<file path="src/rtl/rf_write_arbiter.sv">
// Register-file write-port arbiter: merges WB-stage writes with buffered
// long-latency results, tracks pending destinations and raises decode stalls.
module rf_write_arbiter #(
  parameter int STARVE_LIMIT = 4
) (
  input  logic        clk,
  input  logic        rst,
  input  logic        wb_valid,
  input  logic [4:0]  wb_addr,
  input  logic [31:0] wb_data,
  input  logic        lr_valid,
  output logic        lr_ready,
  input  logic [4:0]  lr_addr,
  input  logic [31:0] lr_data,
  input  logic        issue_valid,
  input  logic [4:0]  issue_addr,
  input  logic [4:0]  rd_addr1,
  input  logic [4:0]  rd_addr2,
  output logic        stall,
  output logic        hold_wb,
  output logic        rf_wrt_ctrl,
  output logic [4:0]  rf_wrt_addr,
  output logic [31:0] rf_wrt_data
);

  localparam int SW = (STARVE_LIMIT < 1) ? 1 : $clog2(STARVE_LIMIT + 1);
  localparam logic [SW-1:0] STARVE_MAX = SW'(STARVE_LIMIT);

  logic [4:0]    fifo_addr_q [2];
  logic [31:0]   fifo_data_q [2];
  logic          rd_ptr_q, rd_ptr_d;
  logic          wr_ptr_q, wr_ptr_d;
  logic [1:0]    count_q, count_d;
  logic [SW-1:0] starve_q, starve_d;
  logic [31:0]   pend_q, pend_d;
  logic          wrt_ctrl_q, wrt_ctrl_d;
  logic [4:0]    wrt_addr_q, wrt_addr_d;
  logic [31:0]   wrt_data_q, wrt_data_d;

  logic          fifo_empty, fifo_full;
  logic [4:0]    head_addr;
  logic [31:0]   head_data;
  logic          pop, take_wb, push;

  assign fifo_empty = (count_q == 2'd0);
  assign fifo_full  = (count_q == 2'd2);
  assign head_addr  = fifo_addr_q[rd_ptr_q];
  assign head_data  = fifo_data_q[rd_ptr_q];

  assign hold_wb  = (starve_q == STARVE_MAX);
  assign lr_ready = ~rst & ~fifo_full;

  // A starved head pre-empts WB; otherwise WB wins and the FIFO drains in idle slots.
  assign pop     = ~fifo_empty & (hold_wb | ~wb_valid);
  assign take_wb = wb_valid & ~pop;
  assign push    = lr_valid & lr_ready & ~fifo_full & (lr_addr != 5'd0);

  assign stall = pend_q[rd_addr1] | pend_q[rd_addr2];

  always_comb begin
    rd_ptr_d = rd_ptr_q ^ pop;
    wr_ptr_d = wr_ptr_q ^ push;
    count_d  = count_q + {1'b0, push} - {1'b0, pop};

    starve_d = starve_q;
    if (pop || fifo_empty) begin
      starve_d = '0;
    end else if (starve_q != STARVE_MAX) begin
      starve_d = starve_q + SW'(1);
    end

    // Set is applied after clear so a same-cycle re-issue keeps the bit.
    pend_d = pend_q;
    if (pop) begin
      pend_d[head_addr] = 1'b0;
    end
    if (issue_valid && (issue_addr != 5'd0)) begin
      pend_d[issue_addr] = 1'b1;
    end
    pend_d[0] = 1'b0;

    wrt_ctrl_d = 1'b0;
    wrt_addr_d = wrt_addr_q;
    wrt_data_d = wrt_data_q;
    if (pop) begin
      wrt_ctrl_d = 1'b1;
      wrt_addr_d = head_addr;
      wrt_data_d = head_data;
    end else if (take_wb && (wb_addr != 5'd0)) begin
      wrt_ctrl_d = 1'b1;
      wrt_addr_d = wb_addr;
      wrt_data_d = wb_data;
    end
  end

  always_ff @(posedge clk or posedge rst) begin
    if (rst) begin
      rd_ptr_q   <= 1'b0;
      wr_ptr_q   <= 1'b0;
      count_q    <= 2'd0;
      starve_q   <= '0;
      pend_q     <= '0;
      wrt_ctrl_q <= 1'b0;
      wrt_addr_q <= '0;
      wrt_data_q <= '0;
    end else begin
      rd_ptr_q   <= rd_ptr_d;
      wr_ptr_q   <= wr_ptr_d;
      count_q    <= count_d;
      starve_q   <= starve_d;
      pend_q     <= pend_d;
      wrt_ctrl_q <= wrt_ctrl_d;
      wrt_addr_q <= wrt_addr_d;
      wrt_data_q <= wrt_data_d;
    end
  end

  // Entry storage is qualified by count, so it needs no reset.
  always_ff @(posedge clk) begin
    if (push) begin
      fifo_addr_q[wr_ptr_q] <= lr_addr;
      fifo_data_q[wr_ptr_q] <= lr_data;
    end
  end

  assign rf_wrt_ctrl = wrt_ctrl_q;
  assign rf_wrt_addr = wrt_addr_q;
  assign rf_wrt_data = wrt_data_q;

endmodule
</file>
<file path="config.mk">
export PLATFORM = sky130hd
export DESIGN_NAME = rf_write_arbiter
export DESIGN_NICKNAME = d
export VERILOG_FILES = /design/src/rtl/rf_write_arbiter.sv
export SDC_FILE = /design/constraint.sdc
export NUM_CORES = 1
export LEC_CHECK = 0
export ABC_AREA = 1
export CAP_MARGIN = 20
export CORE_MARGIN = 2
export CORE_UTILIZATION = 52
export DETAILED_ROUTE_END_ITERATION = 7
export GPL_TIMING_DRIVEN = 0
export PLACE_DENSITY = 0.8
export REMOVE_ABC_BUFFERS = 1
export SLEW_MARGIN = 20
export SYNTH_ARGS = -nofsm -noshare
export SYNTH_HDL_FRONTEND = slang
export SYNTH_SLANG_ARGS = --single-unit
export TNS_END_PERCENT = 10
</file>
<file path="constraint.sdc">
create_clock -name clk -period 3.4 [get_ports clk]
set_input_delay 1.02 -clock clk [delete_from_list [all_inputs] [get_ports clk]]
set_output_delay 1.02 -clock clk [all_outputs]
set_load 0.02 [all_outputs]
</file>
# ---- After elaboration in Yosys (flattened, before gate mapping)
# Memories as Yosys holds them, arrays and structs flattened.
# Index checks and enable logic that the tools add are counted.
dict set report classes {
  add_sub_neg 3
  order_cmp 6
  eq_ne 3
  muxes 20
  bitwise_logic 18
  n_reduce_logical 11
}
# operator count
set ops {}
lappend ops {{$mux W32} 4}
lappend ops {{$and A32 B32 Y32} 1}
lappend ops {{$not A32 Y32} 1}
lappend ops {{$or A32 B32 Y32} 1}
lappend ops {{$lt A5 B6 Y1 const B} 4}
lappend ops {{$reduce_bool A5 Y1} 3}
lappend ops {{$bmux W1 S5} 2}
lappend ops {{$demux W1 S5} 2}
lappend ops {{$ge A5 B1 Y1 const B} 2}
lappend ops {{$mux W5} 2}
lappend ops {{$mux W1} 8}
lappend ops {{$and A1 B1 Y1} 6}
lappend ops {{$mux W3} 2}
lappend ops {{$not A1 Y1} 5}
lappend ops {{$logic_and A1 B1 Y1} 4}
lappend ops {{$reduce_bool A2 Y1} 2}
lappend ops {{$add A3 B1 Y3 const B} 1}
lappend ops {{$eq A3 B3 Y1 const B} 1}
lappend ops {{$ne A3 B3 Y1 const B} 1}
lappend ops {{$add A2 B1 Y2} 1}
lappend ops {{$eq A2 B2 Y1 const B} 1}
lappend ops {{$logic_not A2 Y1} 1}
lappend ops {{$or A1 B1 Y1} 2}
lappend ops {{$sub A2 B1 Y2} 1}
lappend ops {{2 further kinds} 3}
dict set report word_totals {
  reg_bits 76
  ram_bits 74
  output_inout_bits 41
  mem_count 2
}
# memory words width rd rd_clocked_by_memory_dff wr line_no
set memory_table {}
lappend memory_table {fifo_data_q 2 32 1 0 1 30} ;# logic [31:0] fifo_data_q [2];
lappend memory_table {fifo_addr_q 2 5 1 0 1 29} ;# logic [4:0] fifo_addr_q [2];

# ---- Depth between registers and ports, before layout
# Gate-level depths: netlist (run 1).
# An unclocked memory read counts as a cell.
dict set report depth {
  word_depth 10
  ltp_mapped 11
  ltp_nobuf 10
}

# ---- Worst setup path before layout (run 1)
# OpenSTA, ideal clock, no wires.
dict set report synth_timing {
  path_kind {input to register}
  start {input port rst}
  end {memory fifo_addr_q[1][0], enable pin}
  t_arrival_ns 2.624
  required_time_ns 3.002
  slack_ns 0.378
  stages 3
  path_cell_list {a21oi_1 and3_1 ha_1}
}
dict set report synth_between {
  elab_chain_cells 7
}
# item line_no
set synth_rtl {}
lappend synth_rtl {{from (decl)} 7} ;# input logic rst,
lappend synth_rtl {{$not A1 Y1} 51} ;# assign lr_ready = ~rst & ~fifo_full;
lappend synth_rtl {{$and A1 B1 Y1} 51}
lappend synth_rtl {{$and A1 B1 Y1 (3 in series)} 56} ;# assign push = lr_valid & lr_ready & ~fifo_full & (lr_addr != 5'd0);
lappend synth_rtl {{$mux W1} 120} ;# if (push) begin
lappend synth_rtl {{$mux W1 (implied by the code)} 121} ;# fifo_addr_q[wr_ptr_q] <= lr_addr;
lappend synth_rtl {{to (decl)} 29}
# Every way passes these cells.

# ---- Final worst setup path (run 1)
dict set report layout_timing {
  start {input port rd_addr2[1]}
  end {output port stall}
}
dict set report layout_between {
  elab_chain_cells 3
}
# item line_no
set layout_rtl {}
lappend layout_rtl {{from (decl)} 18} ;# input logic [4:0] rd_addr2,
lappend layout_rtl {{$bmux W1 S5} 58} ;# assign stall = pend_q[rd_addr1] | pend_q[rd_addr2];
lappend layout_rtl {{$mux W1 (implied by the code)} 58}
lappend layout_rtl {{$or A1 B1 Y1} 58}
lappend layout_rtl {{to (decl)} 19} ;# output logic stall,
# Every way passes these cells. The select of a mux whose other input is x is not followed.

==> flow_summary.yaml, run 1 <==
logic_synthesis:
  netlist_area_mm2: 0.00692
  synthCells: 669
  syn_avg_cell_area_um2: 10.3
  ys_warn_count: 0
  synth_top_area_cell: "edfxtp_1"
  synth_edf_count: 74
  ys_ff_latch: 150
  synthFlopType: "dfrtp_1"
  synth_top_area_frac: 0.321
  yosys-top-cells-area: "edfxtp_1 32%, dfrtp_1 27%, nand2_1 7.2%"
  async_flop_share: 0.507
  ys_types: 35
  yosysSeqAreaShare: 0.596
critical_path:
  crit_path_max_incr_delay_ps: 250
  critPathSlowestCell: "clkdlybuf4s15_2"
  crit_required_ps: 2380
  crit_top_cell: "nand2_1"
  cp-end-kind: "output pin"
  path_buf_inv: 3
  r2r_start: "starve_q[0]$_DFFE_PP0P_"
  reg2reg_slack_ps: 1070
  r2r-end: "count_q[1]$_DFF_PP0_"
  path_delay_family: "buffers and inverters"
  cp-start-kind: "primary input"
  crit_arrival_ps: 2270
  crit_type: "primary input to output pin"
  worstPathCellList: "clkbuf_4, clkinvlp_4, nand3_1, nand3_1, nand2_1, nand2_1, nand3_1, nand2_1, nand2_1, clkdlybuf4s15_2"
  cp_max_fo: 9
  rr_worst_depth: 10
layout:
  post-route-util: 0.682
  fin_cells: 985
  regArea_mm2: 0.00413
  layout_common_cells: "132 x nand2_1, 126 x clkdlybuf4s50_1, 75 x dfrtp_1, 74 x edfxtp_1, 71 x nand3_1"
  drive_gt1_frac: 0.141
  multi_input_area_mm2: 0.00241
  final_common_cell: "nand2_1"
  area_delta_synth_final_pct: 29.6
  n_fill_cell: 978
  n_antenna_cell: 0
  fin_nets: 896
global_routing:
  grt_max_degree: 74
  grt_pass1_wl_um: 28500
  grt.overflow.total: 0
  antenna_found_initial: 0
  grt_pass1_vias: 5853
  grt_usage: 0.257
worst_hold_path:
  min_path_type: "flip-flop to flip-flop"
  hold_start: "starve_q[0]$_DFFE_PP0P_"
  min_delay_path_depth: 1
  hold_end: "starve_q[0]$_DFFE_PP0P_"
timing:
  max_freq_mhz: 304
  fin_crit_sh: 0.967
  tightest_slew_ps: 770
  final-setup-viol-count: 0
  slew_headroom: 0.487
  hold_viol: 0
  fin_hold_ws_ps: 474
  period_minus_slack_ps: 3290
  rsz0062_at_grt: "no"
  finalSetupTns_ps: 0
  skew_ps: 7.64
  drv_slew: 0
clock_tree:
  cts_tree: "built"
  clock-root-buffer: "clkbuf_16"
  htree_levels: 4
  clock_path_buffers: 2
  clkLatencyLatePin_ps: 420
  path_clk_slew_ps: 60
  postCtsSetupBuffers: 0
  cts_made_buffers: 17
  cts.sink_count: 150
pwr:
  p_seq_frac: 0.395
  clkPwrFrac: 0.247
  p_int_mw: 4.65
  vdd_ir_drop_max_v: 0.000486
  sw_frac_of_total: 0.360
  p_per_area_mw_per_mm2: 810
  p_comb_frac: 0.358
  p_leak_nw: 3.61
  p_switching_mw: 2.61
placement:
  dpl.hpwl_um: 12000
  post-place-cells: 953
  place.gp.congestion: 0.932
  port_buffers: 134
route:
  routed_via_density: 5.56
  first_pass_iters: 5
  postRouteAntennaNets: 0
  drc: 0
  routedWlPerCell_um: 18.0
  vias: 5477
  routed_wl_um: 17700
  drt_iter0_markers: 484
die:
  initial_core_util: 0.527
  die_y_um: 119
  dieArea_mm2: 0.0142
  io_pins: 135
  die_w_um: 119
  coreArea_mm2: 0.0131
  num_rows: 42
flow_run:
  maxCapViolCount: 0
status:
  status: "complete, no violations"
-- cells in the mapped netlist (5+ instances only) --
cell and n:
a31oi_1 35, buf_2 20, clkbuf_1 5, dfrtp_1 76
edfxtp_1 74, ha_1 6, inv_1 46, nand2_1 132
nand3_1 71, nor2_1 45, o211ai_1 13, o211ai_2 20
o21ai_0 16, o21ai_1 46, or2_2 32
-- logic make-up (layout without fill, tap and decap cells) --
family	count (synthesis)	in the layout	share of synthesized area
adder cells (fa/ha/maj)	6	6	0.0108
multiplexers	1	1	0.00325
AND/OR/NAND/NOR	292	292	0.197
XOR/XNOR	4	4	0.00506
AO/OA/AOI/OAI	135	135	0.131
flip-flops	150	150	0.596
buffers and inverters	81	221	0.0559
-- layout make-up --
type	instances	area share
sequential	150	0.460
multi-input combinational	438	0.269
timing repair buffer	138	0.158
clock buffer	26	0.0604
tap	176	0.0246
inverter	51	0.0234
clock inverter	6	0.00405
-- what timing repair did --
action / in CTS / in global routing
setup endpoints to repair: 1 / 2
hold buffers: 0 / 0
gates resized for setup: 26 / 8
-- power by group through the flow --
| stage | Combinational [mW] | Clock [mW] | Sequential [mW] |
|---|---|---|---|
| after floorplan | 1.26 | 0 | 3.07 |
| after global placement | 2.40 | 0 | 2.91 |
| after detailed placement | 2.57 | 0 | 2.88 |
| after CTS | 2.61 | 1.80 | 2.85 |
| after global routing | 2.84 | 1.88 | 2.92 |
| final | 2.60 | 1.80 | 2.87 |
-- worst max path at each step --
| stage | startpoint | cells past startpoint | to |
|---|---|---|---|
| after floorplan | rst | 3 | fifo_addr_q[1][0]$_DFFE_PP_ |
| after global placement | rd_addr1[0] | 10 | stall |
| after detailed placement | rd_addr1[0] | 10 | stall |
| after CTS | rd_addr1[1] | 9 | stall |
| after global routing | rd_addr2[1] | 10 | stall |
| final | rd_addr2[1] | 10 | stall |
-- per-stage QoR --
stage	power, mW	setup slack (ps)	instance area [um2]
floorplan	4.33	378	6730
global placement	5.31	-941	8290
detailed placement	5.45	-989	8380
CTS	7.26	7.73	8960
global route	7.64	32.2	8960
finish	7.26	113	8960
-- state kept, by name, indices dropped and copies added, names as in the netlist --
signal / flops
count_q: 2
fifo_data_q: 64
fifo_addr_q: 10
starve_q: 3
rf_wrt_ctrl: 1
rf_wrt_addr: 5
rf_wrt_data: 32
pend_q: 31
wr_ptr_q: 1
rd_ptr_q: 1
-- per-layer routing --
metal	track usage	part of all wire	up-vias
met2	0.435	0.50	254
met1	0.309	0.40	2616
met5	0	0	-
met4	0.0941	0.022	0
li1	-	-	2571
met3	0.0809	0.080	36
Power figures use the tool's default switching activity.
==> run 2, diff against run 1 <==
Settings changed: GPL_TIMING_DRIVEN 0 to not set.
==> flow_summary.yaml, run 2 (same netlist as run 1, synthesis figures left out) <==
die:
  coreArea_mm2: 0.0131
  io_pins: 135
  initial_core_util: 0.527
  die_y_um: 119
  die_w_um: 119
  num_rows: 42
  dieArea_mm2: 0.0142
route:
  vias: 5629
  postRouteAntennaNets: 0
  first_pass_iters: 5
  drc: 0
  drt_iter0_markers: 420
  routed_wl_um: 18900
  routedWlPerCell_um: 19.0
  routed_via_density: 5.65
critical_path:
  rr_worst_depth: 5
  crit_top_cell: "nand3_1"
  r2r-end: "pend_q[17]$_DFF_PP0_"
  crit_path_max_incr_delay_ps: 330
  crit_arrival_ps: 2220
  cp-start-kind: "primary input"
  crit_required_ps: 2380
  crit_path_start: "rd_addr1[0]"
  reg2reg_slack_ps: 1210
  crit_type: "primary input to output pin"
  worstPathCellList: "dlygate4sd2_1, buf_4, nand2_1, nand3_1, nand3_1, nand3_1, nand3_1, nand2_1, nand2_1, buf_4"
  critPathSlowestCell: "dlygate4sd2_1"
  r2r_start: "rd_ptr_q$_DFF_PP0_"
  cp-end-kind: "output pin"
  cp_max_fo: 7
clock_tree:
  clock-root-buffer: "clkbuf_16"
  cts_made_buffers: 17
  path_clk_slew_ps: 60
  cts_tree: "built"
  clkLatencyLatePin_ps: 420
  htree_levels: 4
  ctsHoldBuffers: 0
  clock_path_buffers: 2
  postCtsSetupBuffers: 0
  cts.sink_count: 150
layout:
  fin_nets: 907
  n_antenna_cell: 0
  post-route-util: 0.692
  final_common_cell: "nand2_1"
  drive_gt1_frac: 0.149
  layout_common_cells: "132 x nand2_1, 127 x clkdlybuf4s50_1, 75 x dfrtp_1, 74 x edfxtp_1, 71 x nand3_1"
  area_delta_synth_final_pct: 31.3
  largest_reg_flops: 64
  regMostFlops: "fifo_data_q"
timing:
  rsz0062_at_grt: "no"
  period_minus_slack_ps: 3240
  drv_slew: 0
  hold_viol: 0
  slew_headroom: 0.510
  tightest_slew_ps: 735
  max_freq_mhz: 308
  fin_hold_ws_ps: 470
  skew_ps: 11.0
  finalSetupTns_ps: 0
  fin_ws_ps: 158
  fin_crit_sh: 0.954
  final-setup-viol-count: 0
pwr:
  p_per_area_mw_per_mm2: 821
  power_mw: 7.46
  p_leak_nw: 3.69
  vdd_ir_drop_max_v: 0.000474
flow_run:
  maxCapViolCount: 0
global_routing:
  grt.overflow.total: 0
  grt_pass1_wl_um: 30000
  grt_pass1_vias: 5784
  grt_usage: 0.275
  grt_max_degree: 74
  antenna_found_initial: 0
placement:
  place.gp.congestion: 0.934
  port_buffers: 134
  dpl.hpwl_um: 13400
  place_ws_ps: -511
worst_hold_path:
  min_delay_path_depth: 1
  min_path_type: "flip-flop to flip-flop"
  hold_end: "starve_q[0]$_DFFE_PP0P_"
  hold_start: "starve_q[0]$_DFFE_PP0P_"
status:
  status: "complete, no violations"
==> run 2: per-layer routing <==
layer,global-route usage,vias to the layer above,wire (um)
li1,-,2588,-
met1,0.339,2731,7310
met2,0.468,262,9720
met3,0.0627,48,1260
met4,0.117,0,652
met5,0,-,0
==> run 2: critical path: cells and delay by family <==
| family | cells | cell delay (ps) |
|---|---|---|
| AND/OR/NAND/NOR | 7 | 520 |
| buffers and inverters | 3 | 680 |
==> run 2: worst max-delay path by stage <==
stage | endpoint | cells after the start
after floorplan | fifo_addr_q[1][0]$_DFFE_PP_ | 3
after global placement | stall | 11
after detailed placement | stall | 11
after CTS | lr_ready | 3
after global routing | stall | 10
final | stall | 10
==> run 2: area by class of cell <==
class	instances	area (um2)
timing repair buffer	149	1520
clock inverter	11	113
inverter	51	200
tap	176	220
fill	988	4050
multi-input combinational	438	2410
sequential	150	4130
clock buffer	21	493
==> run 2: what timing repair did <==
action | 4_1_cts | 5_1_grt
cloned | 1 | 0
endpoints found under the setup margin | 1 | 2
hold endpoints to repair | 0 | 0
gates resized for setup | 14 | 5
==> run 2: power breakdown <==
| group | total [mW] | switching (mW) | internal (mW) | leakage [nW] |
|---|---|---|---|---|
| clock | 1.88 | 0.753 | 1.12 | 0.291 |
| sequential | 2.91 | 0.445 | 2.47 | 1.57 |
| combinational | 2.67 | 1.58 | 1.09 | 1.83 |
==> run 2: per-stage QoR <==
| stage | instances | area, um2 |
|---|---|---|
| 3_5_place_dp | 963 | 8450 |
| 4_1_cts | 996 | 9070 |
| 6_report | 996 | 9080 |
| 2_1_floorplan | 639 | 6730 |
| 5_1_grt | 996 | 9080 |
| 3_3_place_gp | 963 | 8450 |
